**config.mk**
```make
export PLATFORM = sky130hd
export DESIGN_NAME = vc_credit_sender_flat
export DESIGN_NICKNAME = d
export VERILOG_FILES = /design/src/rtl/vc_credit_sender_if.sv /design/src/rtl/vc_credit_sender.sv /design/src/flat_wrapper.sv
export SDC_FILE = /design/constraint.sdc
export NUM_CORES = 1
export LEC_CHECK = 0
export BUFFER_PORTS_ARGS = -buffer_cell sky130_fd_sc_hd__clkbuf_2
export CORE_MARGIN = 2
export CORE_UTILIZATION = 46
export DETAILED_ROUTE_END_ITERATION = 8
export PLACE_DENSITY = 0.79
export SYNTH_ARGS = -nofsm -noshare
export SYNTH_HDL_FRONTEND = slang
export SYNTH_SLANG_ARGS = --single-unit
```
**constraint.sdc**
```tcl
create_clock -name clk -period 3 [get_ports clk]
set_input_delay 0.6 -clock clk [delete_from_list [all_inputs] [get_ports clk]]
set_output_delay 0.6 -clock clk [all_outputs]
set_load 0.01 [all_outputs]
```
**src/rtl/vc_credit_sender_if.sv**
```systemverilog
// Stream-side handshake bundle for vc_credit_sender: producer val/rdy input,
// valid-only output to the link, and the credit-return strobe from the far end.
interface vc_credit_sender_if #(
  parameter int unsigned p_msg_nbits = 32
);
  logic                   in_val;
  logic                   in_rdy;
  logic [p_msg_nbits-1:0] in_msg;
  logic                   out_val;
  logic [p_msg_nbits-1:0] out_msg;
  logic                   credit_ret;

  // Sender side
  modport slave (
    input  in_val,
    input  in_msg,
    input  credit_ret,
    output in_rdy,
    output out_val,
    output out_msg
  );

  // Producer/link side
  modport master (
    output in_val,
    output in_msg,
    output credit_ret,
    input  in_rdy,
    input  out_val,
    input  out_msg
  );
endinterface

```
**src/rtl/vc_credit_sender.sv**
```systemverilog
// Credit-based stream sender. Accepts val/rdy messages and forwards them through
// a registered valid-only output; a credit counter preset to p_credits bounds the
// number of messages outstanding in the downstream buffer.
// Optional feature: define VC_CREDIT_SENDER_STALL_CNT_EN to add a saturating
// 16-bit stall_cnt output counting RUN cycles with in_val && !in_rdy.
module vc_credit_sender #(
  parameter int unsigned p_msg_nbits    = 32,
  parameter int unsigned p_credits      = 4,
  parameter int unsigned p_credit_nbits = 3
) (
  input  logic                      clk,
  input  logic                      reset,
  vc_credit_sender_if.slave         bus,
  output logic [p_credit_nbits-1:0] credits,
  output logic                      credits_zero,
  output logic                      credit_err
`ifdef VC_CREDIT_SENDER_STALL_CNT_EN
  ,
  output logic [15:0]               stall_cnt
`endif
);

  localparam logic [p_credit_nbits-1:0] CreditsMax = p_credit_nbits'(p_credits);
  localparam logic [p_credit_nbits-1:0] CreditOne  = p_credit_nbits'(1);

  typedef enum logic {StInit, StRun} state_e;

  state_e                    state_q, state_d;
  logic [p_credit_nbits-1:0] credits_q, credits_d;
  logic                      err_q, err_d;
  logic                      out_val_q;
  logic [p_msg_nbits-1:0]    out_msg_q;
  logic                      run;
  logic                      fire;

  // State register; INIT lasts exactly one cycle after reset release
  always_ff @(posedge clk or negedge reset) begin
    if (!reset) state_q <= StInit;
    else        state_q <= state_d;
  end

  // Next state, handshake and credit bookkeeping
  always_comb begin
    state_d   = state_q;
    credits_d = credits_q;
    err_d     = err_q;
    run       = 1'b0;
    unique case (state_q)
      StInit: state_d = StRun;
      StRun:  run = 1'b1;
      default: state_d = StInit;
    endcase
    // in_rdy depends on registered state only, so a same-cycle return cannot unblock
    bus.in_rdy = run && (credits_q != '0);
    fire       = bus.in_val && bus.in_rdy;
    if (run) begin
      if (fire && !bus.credit_ret) begin
        credits_d = credits_q - CreditOne;
      end else if (!fire && bus.credit_ret) begin
        // A return with nothing outstanding is a protocol error; saturate instead
        if (credits_q == CreditsMax) err_d = 1'b1;
        else                         credits_d = credits_q + CreditOne;
      end
    end
  end

  // Credit counter and sticky error flag
  always_ff @(posedge clk or negedge reset) begin
    if (!reset) begin
      credits_q <= CreditsMax;
      err_q     <= 1'b0;
    end else begin
      credits_q <= credits_d;
      err_q     <= err_d;
    end
  end

  // Output register, one cycle latency; message holds between fires
  always_ff @(posedge clk or negedge reset) begin
    if (!reset) begin
      out_val_q <= 1'b0;
      out_msg_q <= '0;
    end else begin
      out_val_q <= fire;
      if (fire) out_msg_q <= bus.in_msg;
    end
  end

`ifdef VC_CREDIT_SENDER_STALL_CNT_EN
  logic [15:0] stall_q;

  // Saturating count of cycles the producer was blocked while running
  always_ff @(posedge clk or negedge reset) begin
    if (!reset) begin
      stall_q <= '0;
    end else if (run && bus.in_val && !bus.in_rdy && (stall_q != 16'hFFFF)) begin
      stall_q <= stall_q + 16'd1;
    end
  end

  assign stall_cnt = stall_q;
`endif

  assign bus.out_val  = out_val_q;
  assign bus.out_msg  = out_msg_q;
  assign credits      = credits_q;
  assign credits_zero = (credits_q == '0);
  assign credit_err   = err_q;

endmodule
```
**src/flat_wrapper.sv**
```systemverilog
// flat-port wrapper written by rule: the top's interface ports become plain ports
module vc_credit_sender_flat 
#(
  parameter int unsigned p_msg_nbits    = 32,
  parameter int unsigned p_credits      = 4,
  parameter int unsigned p_credit_nbits = 3
)
  (clk, reset, credits, credits_zero, credit_err, bus_in_val, bus_in_msg, bus_credit_ret, bus_in_rdy, bus_out_val, bus_out_msg);
  vc_credit_sender_if #(.p_msg_nbits(p_msg_nbits)) bus_i ();
  input  logic clk;
  input  logic reset;
  output logic [p_credit_nbits-1:0] credits;
  output logic credits_zero;
  output logic credit_err;
  input wire logic [$bits(bus_i.in_val)-1:0] bus_in_val;
  input wire logic [$bits(bus_i.in_msg)-1:0] bus_in_msg;
  input wire logic [$bits(bus_i.credit_ret)-1:0] bus_credit_ret;
  output wire logic [$bits(bus_i.in_rdy)-1:0] bus_in_rdy;
  output wire logic [$bits(bus_i.out_val)-1:0] bus_out_val;
  output wire logic [$bits(bus_i.out_msg)-1:0] bus_out_msg;
  assign bus_i.in_val = bus_in_val;
  assign bus_i.in_msg = bus_in_msg;
  assign bus_i.credit_ret = bus_credit_ret;
  assign bus_in_rdy = bus_i.in_rdy;
  assign bus_out_val = bus_i.out_val;
  assign bus_out_msg = bus_i.out_msg;
  vc_credit_sender #(.p_msg_nbits(p_msg_nbits), .p_credits(p_credits), .p_credit_nbits(p_credit_nbits)) u_core (.clk(clk), .reset(reset), .bus(bus_i), .credits(credits), .credits_zero(credits_zero), .credit_err(credit_err));
endmodule
```
# After elaboration in Yosys (flattened, before gate mapping)

Index checks and enable logic that the tools add are counted.

Bits of input ports: 36
Output and inout bits: 39
Register bits: 38

Add/sub/neg operators: 2
Equality and inequality tests: 2
Reduce and logical (&&, ||, !) cells: 11
Mux-type cells: 4
Bitwise gates (word level): 1

Operators by type and width:

| cell                                                   | number |
|---|---|
| 2-to-1 mux 3 bit                                       | 3 |
| logical AND 1 bit                                      | 4 |
| AND reduction 4 bit                                    | 1 |
| adder 3 x 1 -> 3 bit (second input constant)           | 1 |
| == test 3 bit (second input constant)                  | 1 |
| logical NOT 3 bit                                      | 1 |
| AND reduction 3 bit                                    | 1 |
| nonzero test 3 bit                                     | 1 |
| subtractor 3 x 1 -> 3 bit (second input constant)      | 1 |
| logical NOT 1 bit                                      | 2 |
| inequality test 2 x 1 -> 1 bit (second input constant) | 1 |
| nonzero test 2 bit                                     | 1 |
| 2-to-1 mux 1 bit                                       | 1 |
| inverter 1 bit                                         | 1 |

# Depth between registers and ports, before layout

Gate-level depths: netlist of run 1.

Word-level depth: 7
Depth in mapped cells: 11

# Worst setup path before layout of run 1

No wires, ideal clock.

Kind: register to register
From: register u_core.credits_q[1] (netlist: u_core.credits[1])
To: register u_core.credits_q[1] (netlist: u_core.credits[1])
Slack: 676 ps
Data required time: 2875 ps
Cell stages (with the launch flop): 8
Arrival time: 2199 ps
Buffers on the path: 1
Clock period less this slack: 2324 ps
Path through: dfrtp_1 or3_4 nand3_4 buf_12 inv_1 ha_1 nor3b_1 mux2_2

Cells in the longest elaborated chain, start to end: 7
Elaborated cells between the ends (all ways): 15

Ends and longest elaborated chain:

| element                              | line                   | source |
|---|---|---|
| from (decl)                          | vc_credit_sender.sv:29 | `logic [p_credit_nbits-1:0] credits_q, credits_d;` |
| from (signal assigned)               | vc_credit_sender.sv:70 | `credits_q <= CreditsMax;` |
| from (signal assigned)               | vc_credit_sender.sv:73 | `credits_q <= credits_d;` |
| nonzero test 3 bit (*)               | vc_credit_sender.sv:54 | `bus.in_rdy = run && (credits_q != '0);` |
| logical AND 1 bit (*)                | vc_credit_sender.sv:54 |  |
| logical AND 1 bit (*)                | vc_credit_sender.sv:55 | `fire = bus.in_val && bus.in_rdy;` |
| net u_core.fire                      | vc_credit_sender.sv:34 | `logic fire;` |
| logical NOT 1 bit                    | vc_credit_sender.sv:59 | `end else if (!fire && bus.credit_ret) begin` |
| logical AND 1 bit                    | vc_credit_sender.sv:59 |  |
| nonzero test 2 bit (no source line)  | --                     |  |
| AND reduction 3 bit (no source line) | --                     |  |

The timed path passes the listed nets; every way through them passes the cells marked *. The select of a mux whose other input is x is not followed.
A chain may end at the register's enable or synchronous reset.

# Worst setup path after layout of run 1

Ends and elaborated chain as after synthesis.

==> results of run 1 <==
cell type report:
type                    instances  share of cell area
flip-flops and latches         38               0.451
multi-input cells              50               0.301
repair buffers                 75               0.179
well taps                      46              0.0273
clock buffers                   7              0.0214
clock inverters                 1              0.0142
inverters                       3             0.00534
layer usage:
layer / global-route usage / wire length, µm / vias up
met5: 0 / 0 / -
met4: 0.0408 / 23 / 0
met3: 0.0599 / 263 / 4
met2: 0.238 / 1410 / 57
met1: 0.209 / 1270 / 497
li1: - / - / 480
worst max-delay path, stage by stage (launching register included):
cell     delay, ns
dfrtp_1       0.45
or3_4         0.42
nand3_4       0.09
inv_1         0.07
ha_1          0.21
nor4b_1       0.43
nor3b_1       0.17
mux2_2        0.30
worst max-delay path by stage:
stage / from / end / depth (start not counted)
floorplan: u_core.credits[1] / u_core.credits[1] / 7
global placement: u_core.credits[1] / u_core.credits[1] / 6
detailed placement: u_core.credits[1] / u_core.credits[1] / 7
CTS: u_core.credits[1] / u_core.credits[1] / 7
global route: u_core.credits[1] / u_core.credits[2] / 10
finish: u_core.credits[1] / u_core.credits[1] / 7
per-stage QoR:
stage                      util  cell area [µm²]  hold WS (ns)  std cells
after floorplan               -             1660         0.304         94
after global placement    0.600             2030         0.470        212
after detailed placement  0.600             2030         0.460        212
after CTS                 0.622             2110         0.397        220
after global routing      0.622             2110         0.435        220
final                     0.622             2110         0.394        220
report_power, final:
group          total, W  internal (W)  switching, W  leakage [nW]
registers      0.000868      0.000728      0.000140         0.446
logic          0.000787      0.000457      0.000330         0.678
clock network  0.000327      0.000177      0.000150        0.0395
cell families after synthesis:
family	synth area share
AOI/OAI and AO/OA	0.00829
xor gates and xnor gates	0.0211
adders and majority gates	0.0302
buffers and inverters	0.0430
DFF	0.574
muxes	0.287
other	0.00226
and+or+nand+nor	0.0339
cell usage in the layout, fill, tap and decap left out, types with 2 or more instances in the layout:
master / Yosys / layout
dfrtp_1: 37 / 37
xor2_1: 2 / 2
xnor2_1: 2 / 2
mux2_2: 5 / 5
clkbuf_4: 0 / 5
clkbuf_1: 0 / 2
ha_1: 4 / 4
inv_1: 3 / 3
mux2_4: 28 / 28
clkbuf_2: 0 / 74
flip-flops by register name, summed over array words and instances, names as in the netlist:
| name | count |
|---|---|
| u_core.state_q | 1 |
| u_core.bus.out_msg | 32 |
| u_core.credits | 3 |
| u_core.credit_err | 1 |
| u_core.bus.out_val | 1 |
==> results.cfg, run 1 <==
[outcome]
status = finished, final reports clean

[die]
die_width_um = 64.1
chipHeight_um = 64.1
die_area_um2 = 4100
core_um2 = 3390
start_util = 0.489
ios = 75
rows = 21

[cells_and_area]
nFillCells = 266
multiInputGateArea_um2 = 636
syn2layout_area_growth_pct = 27.1
num_antenna_cells = 0
layout-drive-gt1-share = 0.684
regArea_um2 = 952
nets = 213

[worst_setup_path]
end_kind = flip-flop
critical_path_required_ns = 3.22
critPathLaunchType = flip-flop
regToRegEndpoint = u_core.credits[1]
reg2reg_depth = 7
crit_arrival_ns = 2.47
criticalPathCategory = reg2reg
rrSetupSlack_ns = 0.75
r2r-start = u_core.credits[1]
critPathMaxFanout = 6

[sta]
skew_ns = 0.00624
maxSlewViolCount = 0
hold_viol = 0
worstMarginPinSlew_ns = 0.914
grt_setup_unrepaired = false
max_freq_mhz = 444
period_needed_ns = 2.25
period_share = 0.751
fin_setup_tns_ns = 0
max_slew_margin = 0.391
finalSetupViolCount = 0
layout_setup_ws_ns = 0.747

[cts]
clkSinkCount = 38
htree_levels = 2
cts_inserted_buffers = 5
clock_latency_ns = 0.32
clock_path_buffers = 2
cts_tree = built
postCtsSetupBuffers = 0
path_clk_slew_ns = 0.10
cts_root_buf = clkbuf_4
cts_hold_buf = 0
cts_resized = 0

[logic_synthesis]
synthArstFlopShare = 1.00
yosysTopAreaCell = dfrtp_1
syn_nets = 134
synth_warnings = 0
synth_cell_types = 18
synth.cell_area_um2 = 1660
yosysMostFrequentCell = dfrtp_1
synth_cells = 94
synth-edff-count = 0
yosysSeqAreaShare = 0.574
synth-seq-cells = 38
synth.avg_cell_area_um2 = 17.6
yosys-top-cells-count = 37 x dfrtp_1, 28 x mux2_4, 5 x mux2_2, 4 x ha_1
synth.area.top_cells = dfrtp_1 56%, mux2_4 25%, buf_12 3.6%
synth_ff_type = dfrtp_1
netlist.area_leader.share = 0.558

[route]
wl_mm = 2.96
first_pass_iters = 4
viasPerCell = 4.72
post-route-drc-count = 0
drt_iter0_drc = 34
wl_per_cell_um = 13.5
vias = 1038
postRouteAntennaNets = 0

[place]
portBuffers = 74
place_worst_setup_slack_ns = 0.724
detailed_place_hpwl_mm = 2.18
gp_congestion = 0.613

[min_path]
hold_path.class = in2async

[power_and_ir_drop]
total_power_w = 0.00198
power_leakage_nw = 1.16
p_per_area_nw_per_um2 = 939
peakVddDrop_uv = 541

[global_route]
grt_usage = 0.156
grt_pass1_wl_mm = 4.85
grt_max_degree = 39
grt_pass1_vias = 983
overflow = 0
antenna_found_initial = 0

[run]
max_cap_viol_count = 0
Power figures use the tool's default switching activity.
==> inputs of run 2 (changes only) <==
--- a/config.mk
+++ b/config.mk
@@ -7,9 +7,9 @@
 export LEC_CHECK = 0
 export BUFFER_PORTS_ARGS = -buffer_cell sky130_fd_sc_hd__clkbuf_2
 export CORE_MARGIN = 2
-export CORE_UTILIZATION = 46
+export CORE_UTILIZATION = 42
 export DETAILED_ROUTE_END_ITERATION = 8
-export PLACE_DENSITY = 0.79
+export PLACE_DENSITY = 0.76
 export SYNTH_ARGS = -nofsm -noshare
 export SYNTH_HDL_FRONTEND = slang
 export SYNTH_SLANG_ARGS = --single-unit
==> constraint.sdc (replaced) <==
create_clock -name clk -period 1.9 [get_ports clk]
set_input_delay 0.38 -clock clk [delete_from_list [all_inputs] [get_ports clk]]
set_output_delay 0.38 -clock clk [all_outputs]
set_load 0.01 [all_outputs]
==> run 2 against run 1 <==
  * The flow now finishes with violations (setup timing)
  * Power grew 70%
  * Worst setup slack worse by 0.83 ns
  * Clock power is 54% higher
  * Clock-buffer cell count grew 1
  * Sequential share of layout area fell by 3.2 points
  * Core utilization shrank 1.0 points
  * Combinational power grew 92%
  * Critical endpoint is now bus_in_rdy
  * Largest cell class unchanged
  * Largest power group is now combinational logic
==> results.cfg, run 2 (synthesis gave the netlist of run 1 again) <==
[power_and_ir_drop]
p_per_area_nw_per_um2 = 1480
peakVddDrop_uv = 663
power_leakage_nw = 1.23

[global_route]
grt_pass1_wl_mm = 5.28
overflow = 0
grt_usage = 0.161
grt_pass1_vias = 1151
grt_max_degree = 34
antenna_found_initial = 0

[cells_and_area]
syn2layout_area_growth_pct = 37.1
layout_common_cells = 73 x clkbuf_2, 36 x dfrtp_1, 29 x mux2_4
num_antenna_cells = 0
layout-drive-gt1-share = 0.746
largest_reg_flops = 32
final_common_cell = clkbuf_2
nets = 224

[worst_setup_path]
crit_family = simple AND/OR/NAND/NOR gates
critPathMostFrequentCell = buf_6
critPathMaxFanout = 2
critPathLaunchType = flip-flop
criticalPathCategory = reg2out
crit_arrival_ns = 1.61
slowest_stage = dfrtp_2
slowest_delay_ns = 0.40
crit_path_cell_trace = or3_4 > buf_4 > buf_6 > and2_2 > buf_6
critical_path_required_ns = 1.52
crit_buf_inv = 3
end_kind = output port

[sta]
maxSlewViolCount = 0
skew_ns = 0.0109
hold_viol = 0
max_slew_margin = 0.622
layout_setup_ws_ns = -0.0875
grt_setup_unrepaired = true
worstMarginPinSlew_ns = 0.567
period_share = 1.05
fin_setup_tns_ns = -0.364
period_needed_ns = 1.99
max_freq_mhz = 503
finalSetupViolCount = 8

[route]
wl_mm = 3.27
vias = 1095
post-route-drc-count = 0
postRouteAntennaNets = 0
first_pass_iters = 4
drt_iter0_drc = 24
wl_per_cell_um = 14.0
viasPerCell = 4.70

[outcome]
status = finished, violations left
violations = setup timing

[die]
die_width_um = 66.9
chipHeight_um = 66.9
ios = 75
rows = 22
die_area_um2 = 4470
start_util = 0.446
core_um2 = 3720

[cts]
clock_path_buffers = 2
clock_latency_ns = 0.28
path_clk_slew_ns = 0.07
htree_levels = 2
cts_root_buf = clkbuf_8
cts_inserted_buffers = 5
clkSinkCount = 38
cts_tree = built
cts_hold_buf = 0

[place]
place_worst_setup_slack_ns = -0.0612
portBuffers = 74
detailed_place_hpwl_mm = 2.45
gp_congestion = 0.745

[run]
max_cap_viol_count = 0

[min_path]
hold_path.class = in2async
==> run 2: metrics by stage <==
step	hold slack [ns]	total power [W]	std cells	cell area, µm²	util
2_1_floorplan	0.0844	0.00221	94	1700	-
3_5_place_dp	0.348	0.00276	221	2130	0.573
4_1_cts	0.0421	0.00332	230	2230	0.600
5_1_grt	0.0554	0.00359	233	2270	0.612
6_report	0.0289	0.00336	233	2270	0.612
3_3_place_gp	0.336	0.00270	221	2130	0.573
==> run 2: per-layer routing <==
metal | track usage | wire length [µm] | vias to the layer above
li1 | - | - | 497
met1 | 0.185 | 1300 | 538
met2 | 0.276 | 1600 | 55
met3 | 0.0574 | 335 | 5
met4 | 0.0587 | 33 | 0
met5 | 0 | 0 | -
==> run 2: final timing paths <==
| check | start | endpoint | slack (ns) | cells after the start |
|---|---|---|---|---|
| max in group asynchronous | reset | u_core.bus.out_msg[17] | 1.23 | 2 |
| worst max register to register | u_core.credits[1] | u_core.credits[1] | -0.09 | 7 |
| worst min register to register | u_core.credit_err | u_core.credit_err | 0.48 | 1 |
| worst min-delay path | reset | u_core.bus.out_val | 0.03 | 1 |
| worst max-delay path | u_core.credits[1] | bus_in_rdy | -0.09 | 5 |
| min in group clk | bus_in_msg[28] | u_core.bus.out_msg[28] | 0.32 | 2 |
==> run 2: area by class of cell <==
| type | count | area [µm²] |
|---|---|---|
| clock buffer | 8 | 80.1 |
| fill | 288 | 1440 |
| inverter | 3 | 16.3 |
| multi-input combinational | 50 | 694 |
| sequential | 38 | 953 |
| tap | 48 | 60.1 |
| timing repair buffer | 86 | 470 |
==> run 2: power by group <==
group | internal (W) | switching [W]
Sequential | 0.00115 | 0.000189
Clock | 0.000260 | 0.000244
Combinational | 0.000877 | 0.000635
Total | 0.00229 | 0.00107
==> run 2: timing repair <==
| action | CTS | global route |
|---|---|---|
| setup endpoints to repair | 9 | 37 |
| setup buffers | 1 | 3 |
| pin swaps | 4 | 2 |
| hold endpoints to repair | 0 | 0 |
| cloned | 0 | 0 |
| gates resized for setup | 2 | 5 |
==> inputs of run 3 (changes only) <==
--- a/config.mk
+++ b/config.mk
@@ -10,6 +10,7 @@
 export CORE_UTILIZATION = 42
 export DETAILED_ROUTE_END_ITERATION = 8
 export PLACE_DENSITY = 0.76
+export SETUP_SLACK_MARGIN = 0.05
 export SYNTH_ARGS = -nofsm -noshare
 export SYNTH_HDL_FRONTEND = slang
 export SYNTH_SLANG_ARGS = --single-unit
==> run 3 against run 2 <==
  * The run still ends with setup timing left
  * Non-clock buffer count is 1 higher
  * Clock skew hardly changed
  * Die area stayed put
  * Clock-buffer cell count stayed put
  * Global-route usage stayed put
  * Wire length is 0.21% lower
  * Final cell count is 0.43% higher
  * Critical endpoint unchanged
  * Largest power group unchanged
==> results.cfg, run 3 (synthesis gave the netlist of run 1 again) <==
[cells_and_area]
num_antenna_cells = 0
layout-drive-gt1-share = 0.747
largest_reg_flops = 32
nets = 225
layout_common_cells = 72 x clkbuf_2, 36 x dfrtp_1, 29 x mux2_4
final_common_cell = clkbuf_2
stdcell_area_um2 = 2290
syn2layout_area_growth_pct = 38.3
finalNonFillerCells = 234
nFillCells = 285

[worst_setup_path]
r2r-start = u_core.credits[1]
slowest_stage = dfrtp_2
reg2reg_depth = 7
crit_path_cell_trace = or3_4 > buf_4 > buf_6 > and2_2 > buf_6
critPathMostFrequentCell = buf_6
crit_start = u_core.credits[1]
critPathMaxFanout = 2
end_kind = output port
regToRegEndpoint = u_core.credits[1]
crit_end = bus_in_rdy
path_depth = 5
crit_arrival_ns = 1.61
criticalPathCategory = reg2out
crit_family = simple AND/OR/NAND/NOR gates
critical_path_required_ns = 1.52
crit_buf_inv = 3
rrSetupSlack_ns = -0.08
slowest_delay_ns = 0.40
critPathLaunchType = flip-flop

[global_route]
grt_usage = 0.161
antenna_found_initial = 0
grt_pass1_vias = 1151
overflow = 0
grt_pass1_wl_mm = 5.28
grt_max_degree = 34

[power_and_ir_drop]
combPwrFrac = 0.452
p_int_w = 0.00230
seq_power_share = 0.398
netSwitchingFraction = 0.317
p_per_area_nw_per_um2 = 1470
pwr-share-clk = 0.149
power_leakage_nw = 1.24
peakVddDrop_uv = 647
p_sw_w = 0.00107

[place]
dpl-instance-area_um2 = 2130
place_worst_setup_slack_ns = -0.0612
dp.cells = 221
gp_congestion = 0.745
portBuffers = 74
detailed_place_hpwl_mm = 2.45

[sta]
hold_viol = 0
finalSetupViolCount = 4
layout_setup_ws_ns = -0.0856
period_needed_ns = 1.99
max_freq_mhz = 504
grt_setup_unrepaired = true
period_share = 1.05
maxSlewViolCount = 0
fin_setup_tns_ns = -0.276
skew_ns = 0.0108

[cts]
htree_levels = 2
path_clk_slew_ns = 0.07
cts_inserted_buffers = 5
cts_hold_buf = 0
clkSinkCount = 38
clock_latency_ns = 0.28
cts_root_buf = clkbuf_8
cts_tree = built
clock_path_buffers = 2

[route]
wl_per_cell_um = 13.9
top_layer = met4
drt_iter0_drc = 21
post-route-drc-count = 0
first_pass_iters = 4
postRouteAntennaNets = 0
vias = 1096
wl_met1_mm = 1.31
dr_wl_met3_um = 335
viasPerCell = 4.68
wl_mm = 3.26
dr_wl_met2_mm = 1.58

[run]
max_cap_viol_count = 0

[die]
die_width_um = 66.9
rows = 22
chipHeight_um = 66.9
die_area_um2 = 4470
start_util = 0.446
ios = 75
core_um2 = 3720

[min_path]
hold_path.class = in2async

[outcome]
violations = setup timing
status = finished, violations left
run 3: worst min-delay path by stage:
stage | start | endpoint | slack, ns | depth (start not counted)
after floorplan | reset | u_core.bus.out_msg[0] | 0.08 | 0
after global placement | reset | u_core.bus.out_val | 0.34 | 1
after detailed placement | reset | u_core.bus.out_val | 0.35 | 1
after CTS | reset | u_core.bus.out_val | 0.04 | 1
after global routing | reset | u_core.bus.out_val | 0.06 | 1
final | reset | u_core.bus.out_val | 0.03 | 1
run 3: final cells by class:
type | count | area, µm² | area share
timing repair buffer | 87 | 490 | 0.214
sequential | 38 | 953 | 0.415
clock buffer | 8 | 80.1 | 0.0349
multi-input combinational | 50 | 694 | 0.303
tap | 48 | 60.1 | 0.0262
inverter | 3 | 16.3 | 0.00709
run 3: repair_timing:
| item | CTS | global route |
|---|---|---|
| pin swaps | 4 | 2 |
| gates cloned | 0 | 0 |
| setup buffers | 1 | 4 |
| endpoints found under the setup margin | 36 | 37 |
| resized for setup | 2 | 10 |
run 3: metrics by stage:
stage	total power (W)	hold slack [ns]	utilization
3_5_place_dp	0.00276	0.348	0.573
4_1_cts	0.00332	0.0421	0.600
3_3_place_gp	0.00270	0.336	0.573
5_1_grt	0.00361	0.0554	0.618
2_1_floorplan	0.00221	0.0844	-
6_report	0.00337	0.0272	0.618
run 3: per-layer routing:
metal / vias up / global-route usage
met3: 5 / 0.0574
met4: 0 / 0.0587
met5: - / 0
met2: 55 / 0.276
li1: 498 / -
met1: 538 / 0.185
run 3: power by group through the flow:
stage	Sequential [W]	Combinational, W	Clock (W)
after floorplan	0.00153	0.000683	0
after global placement	0.00133	0.00137	0
after detailed placement	0.00135	0.00141	0
after CTS	0.00135	0.00145	0.000525
after global routing	0.00139	0.00164	0.000581
final	0.00134	0.00153	0.000504
